==> src/rtl/arb_pkg.sv <==
// Shared types and widths for the req_arb8 eight-requester arbiter.
package arb_pkg;

  localparam int N_REQ  = 8;
  localparam int ID_W   = 3;
  localparam int HCNT_W = 8;

  typedef enum logic {
    IDLE  = 1'b0,
    GRANT = 1'b1
  } state_t;

endpackage

==> src/rtl/prio_enc8.sv <==
// Combinational 8-to-3 priority encoder; the rotate input moves the top-priority slot
// so that the search runs rot-1, rot-2, ... down to rot (rot=0 gives plain 7..0).
module prio_enc8
  import arb_pkg::*;
(
  input  logic [N_REQ-1:0] req,
  input  logic [ID_W-1:0]  rot,
  output logic [ID_W-1:0]  idx,
  output logic             vld
);

  logic [ID_W-1:0] pos;

  // NOTE: every always_comb output gets a default first so no path leaves it unassigned (no latch).
  always_comb begin
    idx = '0;
    pos = '0;
    vld = |req;
    // Walk from lowest to highest priority; the last hit is the winner.
    for (int k = N_REQ - 1; k >= 0; k--) begin
      pos = rot - ID_W'(k) - ID_W'(1);
      if (req[pos]) idx = pos;
    end
  end

endmodule

==> src/rtl/req_arb8.sv <==
// Eight-requester arbiter with hold timeout and registered one-hot / encoded grant.
// Optional macro ARB_ROUND_ROBIN_EN rotates priority so the last winner becomes lowest.
module req_arb8
  import arb_pkg::*;
#(
  parameter int MAX_HOLD = 16
) (
  input  logic             clk,
  input  logic             rst,
  input  logic             en,
  input  logic [N_REQ-1:0] req,
  input  logic             done,
  output logic [N_REQ-1:0] gnt,
  output logic [ID_W-1:0]  gnt_id,
  output logic             gnt_vld,
  output logic             timeout
);

  localparam bit                TO_EN     = (MAX_HOLD != 0);
  localparam logic [HCNT_W-1:0] HOLD_LAST = HCNT_W'(MAX_HOLD - 1);

  state_t            state, state_nxt;
  logic [HCNT_W-1:0] hold_cnt, hold_nxt;
  logic [N_REQ-1:0]  gnt_nxt;
  logic [ID_W-1:0]   id_nxt;
  logic              vld_nxt;
  logic              to_nxt;
  logic [ID_W-1:0]   rot;
  logic [ID_W-1:0]   win;
  logic              win_vld;
  logic              rel_done, rel_drop, rel_to;

`ifdef ARB_ROUND_ROBIN_EN
  logic [ID_W-1:0] rr_ptr;

  always_ff @(posedge clk or posedge rst) begin
    if (rst)                                     rr_ptr <= '0;
    else if (state == IDLE && en && win_vld)     rr_ptr <= win;
  end

  assign rot = rr_ptr;
`else
  assign rot = '0;
`endif

  prio_enc8 u_enc (
    .req (req),
    .rot (rot),
    .idx (win),
    .vld (win_vld)
  );

  always_comb begin
    state_nxt = state;
    hold_nxt  = hold_cnt;
    gnt_nxt   = gnt;
    id_nxt    = gnt_id;
    vld_nxt   = gnt_vld;
    to_nxt    = 1'b0;
    rel_done  = 1'b0;
    rel_drop  = 1'b0;
    rel_to    = 1'b0;
    case (state)
      IDLE: begin
        if (en && win_vld) begin
          state_nxt = GRANT;
          hold_nxt  = '0;
          gnt_nxt   = N_REQ'(1) << win;
          id_nxt    = win;
          vld_nxt   = 1'b1;
        end
      end
      GRANT: begin
        rel_done = done;
        rel_drop = !req[gnt_id];
        rel_to   = TO_EN && (hold_cnt == HOLD_LAST);
        if (rel_done || rel_drop || rel_to) begin
          state_nxt = IDLE;
          hold_nxt  = '0;
          gnt_nxt   = '0;
          id_nxt    = '0;
          vld_nxt   = 1'b0;
          // A timeout is only flagged when nothing else caused the release.
          to_nxt    = rel_to && !rel_done && !rel_drop;
        end else if (hold_cnt != '1) begin
          hold_nxt = hold_cnt + HCNT_W'(1);
        end
      end
      default: state_nxt = IDLE;
    endcase
  end

  // NOTE: sequential state uses non-blocking assignments so all registers update together.
  always_ff @(posedge clk or posedge rst) begin
    if (rst) begin
      state    <= IDLE;
      hold_cnt <= '0;
      gnt      <= '0;
      gnt_id   <= '0;
      gnt_vld  <= 1'b0;
      timeout  <= 1'b0;
    end else begin
      state    <= state_nxt;
      hold_cnt <= hold_nxt;
      gnt      <= gnt_nxt;
      gnt_id   <= id_nxt;
      gnt_vld  <= vld_nxt;
      timeout  <= to_nxt;
    end
  end

endmodule

==> config.mk <==
export PLATFORM = sky130hd
export DESIGN_NAME = req_arb8
export DESIGN_NICKNAME = d
export VERILOG_FILES = /design/src/rtl/arb_pkg.sv /design/src/rtl/prio_enc8.sv /design/src/rtl/req_arb8.sv
export SDC_FILE = /design/constraint.sdc
export NUM_CORES = 1
export LEC_CHECK = 0
export ABC_CLOCK_PERIOD_IN_PS = 2500
export BUFFER_PORTS_ARGS = -buffer_cell sky130_fd_sc_hd__buf_2
export CORE_MARGIN = 2
export CORE_UTILIZATION = 53
export CTS_CLUSTER_DIAMETER = 100
export DETAILED_ROUTE_END_ITERATION = 10
export GPL_TIMING_DRIVEN = 0
export PLACE_DENSITY_LB_ADDON = 0.05
export SYNTH_ARGS = -nofsm -noshare
export SYNTH_HDL_FRONTEND = slang
export SYNTH_SLANG_ARGS = --single-unit
==> constraint.sdc <==
create_clock -name clk -period 2.5 [get_ports clk]
set_input_delay 0.125 -clock clk [delete_from_list [all_inputs] [get_ports clk]]
set_output_delay 0.125 -clock clk [all_outputs]
set_load 0.01 [all_outputs]
# == Word level (Yosys, flattened, before mapping) ==
# Index checks and enable logic that the tools add are counted.
# word_totals
regBits,22
elab_cells,52
output_inout_bits,13
input_bits,12
# op_classes
reduce_logical,10
n_shift,1
eq_ne,5
n_addsub,1
bitwise_logic,1
magnitude_cmp,1
mux,27
# ops
op,n
8-bit two-way mux,5
8-bit case mux with 2 select lines,2
3-bit two-way mux,6
8-bit by 1-bit adder with 8-bit output (second input constant),1
8-bit by 4-bit equality test with 1-bit output (second input constant),1
1-bit two-way mux,8
8-bit != test (second input constant),1
8-bit OR reduction,1
1-bit by 3-bit << shifter with 8-bit output (first input constant),1
3-bit case mux with 2 select lines,1
3-bit by 4-bit < comparator with 1-bit output (second input constant),1
2-bit two-way mux,2
1-bit case mux with 2 select lines,2
2-bit AND reduction,2
1-bit binary-select mux with 3-bit select,1
1-bit logical AND,3
3-bit by 1-bit != test with 1-bit output (second input constant),1
1-bit zero test,2
1-bit logical OR,2
2-bit by 1-bit != test with 1-bit output (second input constant),1
2-bit != test (second input constant),1
1-bit inverter,1

# == Depth between registers and ports, before layout ==
# depth
word_depth,10
ltp_mapped,6
depth_no_buf,6

# == Hierarchy ==
# A second synthesis with hierarchy kept.
# unflattened
cells_unflattened,211
area_unflattened_um2,2130.8
# by_module_without_submodules
mod,area_each_um2,cells_each,n_inst,seq_area_each_um2
req_arb8,1139.8,108,1,550.5
prio_enc8,991.0,103,1,0.0

# == Worst setup path before layout ==
# No wires, ideal clock.
# synth_timing
path_kind,in2reg
from,input req[4]
to,register gnt[0]
path_stages,5
required_time_ns,2.375
t_arrival_ns,1.791
path_slack_ns,0.584
n_path_buf,0
path_cell_list,or4_4 or4b_4 a21oi_4 a21oi_4 mux2_4
# synth_via
elab_chain_cells,7
elab_cells_between_ends,17
# synth_lines
item,line,rtl
"start, declared",req_arb8.sv:11,"input logic [N_REQ-1:0] req,"
1-bit binary-select mux with 3-bit select / 3-bit two-way mux (equally long branches),"req_arb8.sv:75, prio_enc8.sv:22",
1-bit two-way mux (not written as such) / 3-bit two-way mux (equally long branches),"req_arb8.sv:75, prio_enc8.sv:22",
1-bit zero test / 3-bit two-way mux (equally long branches),"req_arb8.sv:75, prio_enc8.sv:22",
1-bit logical OR / 3-bit two-way mux (equally long branches),"req_arb8.sv:77, prio_enc8.sv:22",
1-bit logical OR / 1-bit by 3-bit << shifter with 8-bit output (equally long branches),"req_arb8.sv:77, req_arb8.sv:68",
2-bit by 1-bit != test with 1-bit output (no source line) / 8-bit two-way mux (equally long branches),n/a,
2-bit AND reduction (no source line) / 8-bit case mux with 2 select lines (equally long branches),n/a,
"end signal, assigned",req_arb8.sv:105,gnt <= gnt_nxt;
"end, declared",req_arb8.sv:13,"output logic [N_REQ-1:0] gnt,"
# Parallel ways exist; a longest one is shown, timed or not. The select of a mux whose other input is x is not followed.
# A chain may end at the register's enable or synchronous reset.

# == Worst setup path after layout ==
# layout_timing
from,register gnt_id[0]
to,register hold_cnt[0]
# layout_via
elab_chain_cells,7
elab_cells_between_ends,9
# layout_lines
item,line,rtl
"start, declared",req_arb8.sv:14,"output logic [ID_W-1:0] gnt_id,"
"start signal, assigned",req_arb8.sv:106,gnt_id <= id_nxt;
1-bit binary-select mux with 3-bit select *,req_arb8.sv:75,rel_drop = !req[gnt_id];
1-bit two-way mux (not written as such) *,req_arb8.sv:75,
1-bit zero test *,req_arb8.sv:75,
1-bit logical OR * (2 in series),req_arb8.sv:77,if (rel_done || rel_drop || rel_to) begin
8-bit two-way mux / 3-bit by 1-bit != test with 1-bit output (equally long branches),n/a,
8-bit case mux with 2 select lines / 2-bit AND reduction (equally long branches),n/a,
"end signal, assigned",req_arb8.sv:104,hold_cnt <= hold_nxt;
"end, declared",req_arb8.sv:23,"logic [HCNT_W-1:0] hold_cnt, hold_nxt;"
# Mark *: on every way between the ends. The rest lies on a longest branch, timed or not. The select of a mux whose other input is x is not followed.

==> metrics.md <==
| Metric | Value |
|---|---|
| Total CTS buffers | `3` |
| Post-placement cell count | `170` |
| Unrepaired setup endpoints after global routing | `false` |
| Netlist area before placement | `1260 sq um` |
| RR Startpoint | `gnt_id[0]` |
| CP Launch Point | `gnt_id[0]` |
| Run status | `finished clean` |
| Post-DP HPWL | `~2000 um` |
| First-pass iteration count of the detailed router | `4` |
| DR iter-0 viols | `18` |
| Initial antenna violation count | `0` |
| Synth top area cells | `dfrtp_1 44%, mux2i_1 4.8%, mux2_4 4.8%` |
| First-pass GRT wire length | `around 4700 um` |
| Final wirelength | `between 2000 and 3000 um` |
| Largest net degree at the start of global routing | `23` |
| Asr flop ratio synth | `1.00` |
| FF-to-FF setup slack | `0.45 ns` |
| Period minus WS final | `between 2 and 2.5 ns` |
| Area of the multi-input gates | `666 sq um` |
| Slew @ Worst Pin | `approximately 0.82 ns` |
| Filler Cell Count | `179` |
| Max rail drop VDD | `about 420 uV` |
| Final TNS setup | `0 ns` |
| GRT Util Overall | `0.229` |
| Sequential share of the synthesized area | `0.437` |
| Most frequent cell after synthesis | `dfrtp_1` |
| CP endpoint kind | `register` |
| DRC Markers | `0` |
| Worst Reg2Reg Path Length in Cells | `6` |
| Clk_lat worst skew | `0.31 ns` |
| Synth Register Bits | `22` |
| Yosys top cell area share | `0.437` |
| Initial core utilization | `0.564` |
| CTS root buf | `clkbuf_4` |
| Crit share post-route | `0.818` |
| Hold path start | `req[5]` |
| Final setup fails | `0` |
| Clock Skew | `0.00746 ns` |
| Post-synth EDFFs | `0` |
| Port-buffer cells | `24` |
| Worst path required time | `2.75 ns` |
| Final Hold Vio Count | `0` |
| LEAKAGE | `approximately 0.7 nW` |
| Post-Syn Instances | `118` |
| Worst-path maximum fanout | `8` |
| Via Count | `1,030` |
| CTS Buffer Depth | `2` |
| Total gr overflow | `0` |
| Worst setup SP type | `register` |
| Die Span Y | `~53 um` |
| RePlAce Congestion | `0.876` |
| Die width | `~53 um` |
| Fraction of layout cells with a size suffix above 1 | `0.306` |
| Critical path capture point | `hold_cnt[0]` |
| PwrDens | `~650 nW/um^2` |
| Post-synth top cells | `22 x dfrtp_1, 10 x nor2_1, 8 x a21oi_1` |
| Leading area contributor after synthesis | `dfrtp_1` |
| Net Count, Synth | `approximately 130` |
| Ports | `25` |
| HP Class | `in2reg` |
| Remaining antenna violation count | `0` |
| Fmax | `between 0.4 and 0.5 GHz` |
| Most used DFF post-synth | `dfrtp_1` |
| Max_slew headroom | `0.454` |
| Register Area | `551 sq um` |
| H-tree Lvls | `1` |
| YS warnings | `0` |
| DR vias/cell | `5.89` |
| WP data arrival | `between 2 and 2.5 ns` |
| Clock sink count | `22` |
| Post-CTS setup buffer count | `0` |
| Vias in the first global route | `just over 1,000` |
| Core area | `2230 sq um` |
| Area Growth Syn to Fin | `16.0%` |
| Max Slew Vio Count | `0` |
| Avg WL per Cell | `~16 um` |
| Full die area | `roughly 2800 sq um` |
| Mean Syn Cell Area | `10.7 sq um` |
| Post-Layout Cell Count | `between 150 and 200` |
| Critical path class | `reg2reg` |
| Max-Cap Viols | `0` |
| R2R Path End | `hold_cnt[0]` |
| Clk slew on worst S/H paths | `0.13 ns` |
| CTS tree | `yes` |
| Count of standard-cell rows | `17` |
| Final nets | `161` |
| Yosys cell types | `48` |
| Ant diodes | `0` |
==> cells by family (layout without fill, tap and decap cells) <==
logic type	after synthesis	in the layout	share of synthesized area
AND/OR/NAND/NOR	44	44	0.217
adder cells (fa/ha/maj)	1	1	0.00994
AO/OA/AOI/OAI	31	31	0.198
buffers and inverters	9	38	0.0338
multiplexers	11	11	0.104
flip-flops	22	22	0.437
==> power breakdown <==
group | total, W | internal [W] | leakage [nW] | switching [W]
registers | 0.000434 | 0.000399 | 0.297 | 0.0000343
logic | 0.000318 | 0.000141 | 0.379 | 0.000177
clock network | 0.000199 | 0.0000889 | 0.0210 | 0.000110
total | 0.000951 | 0.000629 | 0.697 | 0.000322
==> critical path, stage by stage, from the launching register on <==
cell,delay [ns]
dfrtp_1,0.36
clkbuf_1,0.28
mux2i_1,0.12
a21oi_1,0.18
nand4_1,0.36
nor4_1,0.47
mux2_2,0.22
==> metal layers <==
metal / track usage / routed length [um] / vias up
met4: 0.0726 / 9 / 0
met3: 0.0343 / 125 / 2
met1: 0.317 / 1310 / 491
met2: 0.365 / 1270 / 27
li1: - / - / 510
met5: 0 / 0 / -
==> cell type report <==
| cell class | instances | share of cell area |
|---|---|---|
| clock buffers | 4 | 0.0249 |
| repair buffers | 25 | 0.0891 |
| well taps | 28 | 0.0240 |
| multi-input cells | 87 | 0.456 |
| plain buffers | 3 | 0.0137 |
| inverters | 6 | 0.0154 |
| flip-flops and latches | 22 | 0.377 |
==> worst min-delay path by stage <==
stage | slack [ns] | cells past startpoint | end
detailed placement | 0.34 | 2 | hold_cnt[7]
finish | 0.12 | 3 | gnt[5]
CTS | 0.11 | 3 | gnt[5]
floorplan | 0.11 | 1 | gnt[0]
global placement | 0.33 | 2 | gnt[6]
global route | 0.14 | 3 | gnt[5]
==> metrics by stage <==
stage          hold WS (ns)  power (W)  setup WS (ns)  cell area, sq um   util
2_1_floorplan         0.114   0.000662          0.584              1260      -
3_3_place_gp          0.328   0.000748          0.337              1410  0.633
3_5_place_dp          0.335   0.000757          0.340              1410  0.633
4_1_cts               0.112   0.000959          0.447              1460  0.654
5_1_grt               0.137    0.00101          0.150              1460  0.654
6_report              0.118   0.000951          0.454              1460  0.654
==> registers in the layout, indices dropped and copies added, names as in the netlist <==
signal,count
hold_cnt,8
gnt_vld,1
state,1
gnt,8
gnt_id,3
timeout,1
==> timing repair <==
item | 4_1_cts | 5_1_grt
hold endpoints to repair | 22 | 0
resized for setup | 0 | 0
hold buffers | 1 | 0
==> placed cells by master, fill, tap and decap left out, types with 3 or more instances in the layout <==
cell type / netlist / final
a22o_1: 4 / 4
nor4_1: 3 / 3
buf_2: 1 / 25
inv_1: 6 / 6
clkbuf_4: 0 / 3
a21oi_1: 8 / 8
nand2_1: 5 / 5
nor2_1: 10 / 10
mux2_4: 4 / 4
nand3_1: 4 / 4
dfrtp_1: 22 / 22
mux2i_1: 6 / 6
(Power assumes the default switching activity.)
